`src/rtl/beacon_blink_seq.sv`:
```
// -----------------------------------------------------------------------------
// beacon_blink_seq
//
// Pattern sequencer for the beacon LED. It consumes the single-cycle bit-time
// strobe from the upstream tick generator and shifts a latched on/off code out
// on `led`, one bit per tick, MSB first. The code is repeated `reps` times
// (or forever when `reps` == 0) with one dark tick between repetitions.
//
// Parameters
//   PAT_LEN  pattern length in bits (>= 2)
//   REP_W    width of the repetition count
//   IDX_W    width of the bit index
//
// Ports
//   clk      in   clock
//   rst      in   synchronous, active-high reset
//   tick     in   bit-time strobe, single-cycle pulse
//   start    in   request a run; only honoured while idle
//   stop     in   abort any run in progress
//   pattern  in   code to emit, captured on an accepted start
//   reps     in   repetition count, captured on an accepted start; 0 = forever
//   led      out  registered LED drive
//   busy     out  high whenever a run is armed or in progress
//   done     out  one-cycle pulse on natural completion of a run
//   bit_idx  out  index of the bit currently on `led`; 0 outside RUN
// -----------------------------------------------------------------------------
module beacon_blink_seq #(
  parameter int PAT_LEN = 16,
  parameter int REP_W   = 8,
  parameter int IDX_W   = $clog2(PAT_LEN)
) (
  input  logic               clk,
  input  logic               rst,
  input  logic               tick,
  input  logic               start,
  input  logic               stop,
  input  logic [PAT_LEN-1:0] pattern,
  input  logic [REP_W-1:0]   reps,
  output logic               led,
  output logic               busy,
  output logic               done,
  output logic [IDX_W-1:0]   bit_idx
);

  typedef enum logic [1:0] {
    IDLE = 2'd0,  // waiting for start
    ARM  = 2'd1,  // run accepted, waiting for the next tick to align
    RUN  = 2'd2,  // shifting pattern bits out
    GAP  = 2'd3   // one dark tick between repetitions
  } state_t;

  localparam logic [IDX_W-1:0] LAST_IDX = IDX_W'(PAT_LEN - 1);
  localparam logic [REP_W-1:0] ONE_REP  = REP_W'(1);

  state_t             state_q, state_d;
  logic [PAT_LEN-1:0] pat_q,   pat_d;
  logic [REP_W-1:0]   rep_q,   rep_d;
  logic [IDX_W-1:0]   idx_q,   idx_d;
  logic               cont_q,  cont_d;
  logic               led_q,   led_d;
  logic               done_q,  done_d;

  // Next-state and next-register computation. Every register has a "_d"
  // shadow so the whole datapath updates in a single clocked process.
  always_comb begin
    // NOTE: every signal gets a default before the case so that no path
    // leaves one unassigned -- otherwise synthesis infers a latch.
    state_d = state_q;
    pat_d   = pat_q;
    rep_d   = rep_q;
    idx_d   = idx_q;
    cont_d  = cont_q;
    led_d   = led_q;
    done_d  = 1'b0;

    unique case (state_q)
      IDLE: begin
        // A tick arriving together with start is ignored: ARM waits for the
        // next one so the first bit is always a full tick period long.
        if (start) begin
          pat_d   = pattern;
          rep_d   = reps;
          cont_d  = (reps == '0);
          idx_d   = '0;
          led_d   = 1'b0;
          state_d = ARM;
        end
      end

      ARM, GAP: begin
        if (tick) begin
          idx_d   = LAST_IDX;
          led_d   = pat_q[PAT_LEN-1];
          state_d = RUN;
        end
      end

      RUN: begin
        if (tick) begin
          if (idx_q != '0) begin
            idx_d = idx_q - IDX_W'(1);
            led_d = pat_q[idx_q - IDX_W'(1)];
          end else if (cont_q || (rep_q > ONE_REP)) begin
            // Continuous mode leaves the count untouched; otherwise the
            // count only ever steps down while it is above one, so it
            // cannot wrap.
            if (!cont_q) begin
              rep_d = rep_q - ONE_REP;
            end
            led_d   = 1'b0;
            state_d = GAP;
          end else begin
            led_d   = 1'b0;
            done_d  = 1'b1;
            state_d = IDLE;
          end
        end
      end

      default: begin
        state_d = IDLE;
        led_d   = 1'b0;
      end
    endcase

    // Abort overrides any tick-driven transition in the same cycle and never
    // produces a done pulse.
    if (stop && (state_q != IDLE)) begin
      state_d = IDLE;
      led_d   = 1'b0;
      done_d  = 1'b0;
      rep_d   = '0;
      cont_d  = 1'b0;
      idx_d   = '0;
    end
  end

  // NOTE: sequential state is written only with non-blocking assignments so
  // every register samples the pre-edge values regardless of process order.
  always_ff @(posedge clk) begin
    if (rst) begin
      state_q <= IDLE;
      pat_q   <= '0;
      rep_q   <= '0;
      idx_q   <= '0;
      cont_q  <= 1'b0;
      led_q   <= 1'b0;
      done_q  <= 1'b0;
    end else begin
      state_q <= state_d;
      pat_q   <= pat_d;
      rep_q   <= rep_d;
      idx_q   <= idx_d;
      cont_q  <= cont_d;
      led_q   <= led_d;
      done_q  <= done_d;
    end
  end

  // done is registered alongside the IDLE transition, so it rises in the same
  // cycle that busy falls and led returns dark.
  assign led     = led_q;
  assign done    = done_q;
  assign busy    = (state_q != IDLE);
  assign bit_idx = (state_q == RUN) ? idx_q : '0;

endmodule

```
`config.mk`:
```
export PLATFORM = sky130hd
export DESIGN_NAME = beacon_blink_seq
export DESIGN_NICKNAME = d
export VERILOG_FILES = /design/src/rtl/beacon_blink_seq.sv
export SDC_FILE = /design/constraint.sdc
export NUM_CORES = 1
export LEC_CHECK = 0
export BUFFER_PORTS_ARGS = -buffer_cell sky130_fd_sc_hd__clkbuf_2
export CORE_MARGIN = 1
export CORE_UTILIZATION = 50
export DETAILED_ROUTE_END_ITERATION = 6
export PLACE_DENSITY = 0.77
export SLEW_MARGIN = 20
export SYNTH_ARGS = -nofsm -noshare
export SYNTH_HDL_FRONTEND = slang
export SYNTH_SLANG_ARGS = --single-unit
```
`constraint.sdc`:
```
create_clock -name clk -period 5 [get_ports clk]
set_clock_uncertainty 0.2 [all_clocks]
set_input_delay 0.5 -clock clk [delete_from_list [all_inputs] [get_ports clk]]
set_output_delay 0.5 -clock clk [all_outputs]
set_load 0.01 [all_outputs]
```
==> flow_metrics.py <==
metrics = {
    "synth": {
        "synth_area_leaders": "dfxtp_1 (37%), nand2_1 (8.9%), a21oi_1 (8.8%), mux4_2 (5.1%), nor2_1 (4.3%)",
        "synthesis.nets": 250,
        "avgSynthCellArea_um2": 8.12,
        "yosysTopAreaCell": "dfxtp_1",
        "yosysUniqueCellTypes": 41,
        "ys_seq_area_share_pct": 37.5,
        "yosys_register_bits": 33,
        "synth_area_um2": 1760,
        "syn_inst": 217,
        "yosysWarnings": 0,
        "netlist.area_leader.share_pct": 37.5,
    },
    "setup_path": {
        "ff2ff_setup_slack_ns": 2.47,
        "path_cells": "inv_1, ha_1, nor3b_4, nand4b_1, o21ai_2, o21ai_0, a221oi_2",
        "critPathMaxStageDelay_ns": 0.50,
        "crit_fanout": 15,
        "critPathSlowestCell": "o21ai_2",
        "crit_path_start_kind": "register",
        "r2r_start": "idx_q[0]$_SDFFE_PP0P_",
        "r2r_cells": 7,
        "crit_type": "register to register",
        "endpoint_kind": "register",
        "worst_ep_arrival_time_ns": 2.60,
        "r2r-end": "rep_q[0]$_SDFFE_PP0P_",
        "critPathRequiredTime_ns": 5.07,
    },
    "sta": {
        "fin_crit_ns": 2.53,
        "setup_viol": 0,
        "finalHoldViolCount": 0,
        "maxSlewHeadroom_pct": 49.5,
        "drv_slew": 0,
        "rsz0062_at_grt": "false",
        "fin_crit_sh_pct": 50.5,
        "fin_setup_tns_ns": 0,
        "worst_pin_slew_ns": 0.756,
        "fmax_ghz": 0.396,
        "worst_hold_slack_ns": 0.157,
    },
    "final_layout": {
        "nFillCells": 321,
        "drive_above_1_share_pct": 23.1,
        "seq_area_um2": 661,
        "n_antenna_cell": 0,
        "multi_input_area_um2": 1030,
        "fin_nets": 279,
        "synthToLayoutAreaGrowth_pct": 16.0,
    },
    "global_route": {
        "grt_max_degree": 20,
        "grt_first_pass_wirelength_um": 6440,
        "antenna_found_initial": 0,
        "grt_pass1_vias": 1513,
        "grt_use_total_pct": 23.5,
        "grt.overflow.total": 0,
    },
    "floorplan": {
        "die_h_um": 61.4,
        "dieArea_um2": 3770,
        "die_w_um": 61.4,
        "ioPinCount": 36,
        "start_util_pct": 52.4,
        "core_area_um2": 3360,
        "row_count": 21,
    },
    "cts": {
        "cts_root_buf": "clkbuf_4",
        "cts_resized": 0,
        "cts.path.max_buffers": 2,
        "cts_tree": "yes",
        "clkLatencyLatePin_ns": 0.35,
        "path_clk_slew_ns": 0.11,
        "cts_buffers": 5,
        "post_cts_buffers": 0,
        "cts.sinks": 33,
        "htreeDepth": 2,
        "holdBufCountCts": 0,
    },
    "job": {
        "maxCapViolations": 0,
    },
    "placement": {
        "dp.final_hpwl_um": 2860,
        "io_buffers": 35,
        "gp_congestion": 0.832,
    },
    "drt": {
        "drtAntennaViolNets": 0,
        "drc": 0,
        "dr.pass1.iters": 4,
        "drtIter0Drc": 82,
        "routedWlPerCell_um": 13.3,
        "vias_per_cell": 5.55,
        "wl_um": 3910,
        "vias": 1626,
    },
    "min_path": {
        "holdPathEnd": "pat_q[9]$_SDFFE_PP0P_",
        "hold_path_class": "primary input to register",
        "hold_depth": 3,
        "min_from": "pattern[9]",
    },
    "power": {
        "p_per_area_nw_per_um2": 449,
        "peakVddDrop_uv": 233,
        "p_leak_uw": 0.000830,
    },
    "status": {
        "run_status": "complete, no violations",
    },
}
-- worst max-delay path, delay by kind of cell, from the launching register on --
kind / cells / cell delay (ns)
AO/OA/AOI/OAI: 3 / 1.02
AND/OR/NAND/NOR: 2 / 0.48
flip-flops: 1 / 0.41
buffers and inverters: 1 / 0.17
adder cells (fa/ha/maj): 1 / 0.16
-- state kept, by name, summed over array words and instances (netlist names) --
register	count
state_q	2
done	1
rep_q	8
cont_q	1
led	1
idx_q	4
pat_q	16
-- cell families (layout without fill, tap and decap cells) --
kind of cell             Yosys count  after routing  share of synthesized area, %
AND/OR/NAND/NOR                   95             95                          26.7
AO/OA/AOI/OAI                     57             57                          20.5
flip-flops                        33             33                          37.5
buffers and inverters             19             49                          4.68
multiplexers                       7              7                          6.81
adder cells (fa/ha/maj)            4              4                          2.84
XOR/XNOR                           2              2                         0.994
-- worst max-delay path by stage --
| stage | startpoint | cells after the start | to | slack, ns |
|---|---|---|---|---|
| 3_5_place_dp | start | 6 | idx_q[0]$_SDFFE_PP0P_ | 2.37 |
| 3_3_place_gp | start | 6 | idx_q[0]$_SDFFE_PP0P_ | 2.45 |
| 2_1_floorplan | idx_q[0]$_SDFFE_PP0P_ | 8 | led$_SDFFE_PP0P_ | 2.70 |
| 5_1_grt | idx_q[0]$_SDFFE_PP0P_ | 7 | rep_q[0]$_SDFFE_PP0P_ | 2.20 |
| 4_1_cts | state_q[0]$_SDFFE_PP0P_ | 5 | idx_q[1]$_SDFFE_PP0P_ | 2.46 |
| 6_report | idx_q[0]$_SDFFE_PP0P_ | 7 | rep_q[0]$_SDFFE_PP0P_ | 2.47 |
-- synthesized netlist by cell type, drive strengths merged --
cell     n
or2      2
or3      1
nand3    1
nor2b    3
a21o     1
and2     2
inv      6
a22oi    1
mux4     4
a31oi    1
xor2     2
nand2b   2
ha       4
nor3b    3
a221oi   1
or3b     1
nand2   43
a21oi   31
o21a     1
o41ai    1
o21ai    8
nor2    20
or4      2
nand4b   2
o22a     2
buf      4
nor3    10
clkbuf   9
o31ai    2
nor4     3
a32o     7
dfxtp   33
a211oi   1
mux2i    3
-- cells in the final DEF, fill, tap and decap left out, types with 3 or more instances in the layout --
cell,instances
inv_1,6
nand2_1,42
o21ai_0,7
clkbuf_2,35
mux4_2,4
clkbuf_4,5
nor3_1,9
a21oi_1,31
dfxtp_1,33
nor4_1,3
ha_1,4
nor2b_1,3
a32o_1,7
mux2i_1,3
nor2_1,20
-- per-stage QoR --
step / total power, uW / worst slack [ns] / instances / util (%) / instance area, um2
2_1_floorplan: 603 / 2.70 / 217 / - / 1760
3_3_place_gp: 662 / 2.45 / 285 / 57.6 / 1940
3_5_place_dp: 668 / 2.37 / 285 / 57.6 / 1940
4_1_cts: 916 / 2.46 / 293 / 60.6 / 2040
5_1_grt: 978 / 2.20 / 293 / 60.8 / 2040
6_report: 918 / 2.47 / 293 / 60.8 / 2040
-- area by class of cell --
| type | count | area share [%] |
|---|---|---|
| clock inverters | 3 | 3.18 |
| well taps | 46 | 2.82 |
| flip-flops and latches | 33 | 32.3 |
| repair buffers | 35 | 8.57 |
| multi-input cells | 165 | 50.2 |
| clock buffers | 5 | 1.84 |
| inverters | 6 | 1.10 |
-- routing by layer --
metal / GRT usage (%) / part of all wire (%)
met1: 29.2 / 47
met2: 37.3 / 46
met3: 6.72 / 6.3
met4: 12.1 / 1.1
met5: 0 / 0
-- power by group --
part           switching, uW  internal, uW  leakage (uW)
clock                   96.2           155     0.0000552
sequential              44.1           300      0.000270
combinational            185           138      0.000505
total                    325           593      0.000830
Power figures use the tool's default switching activity.
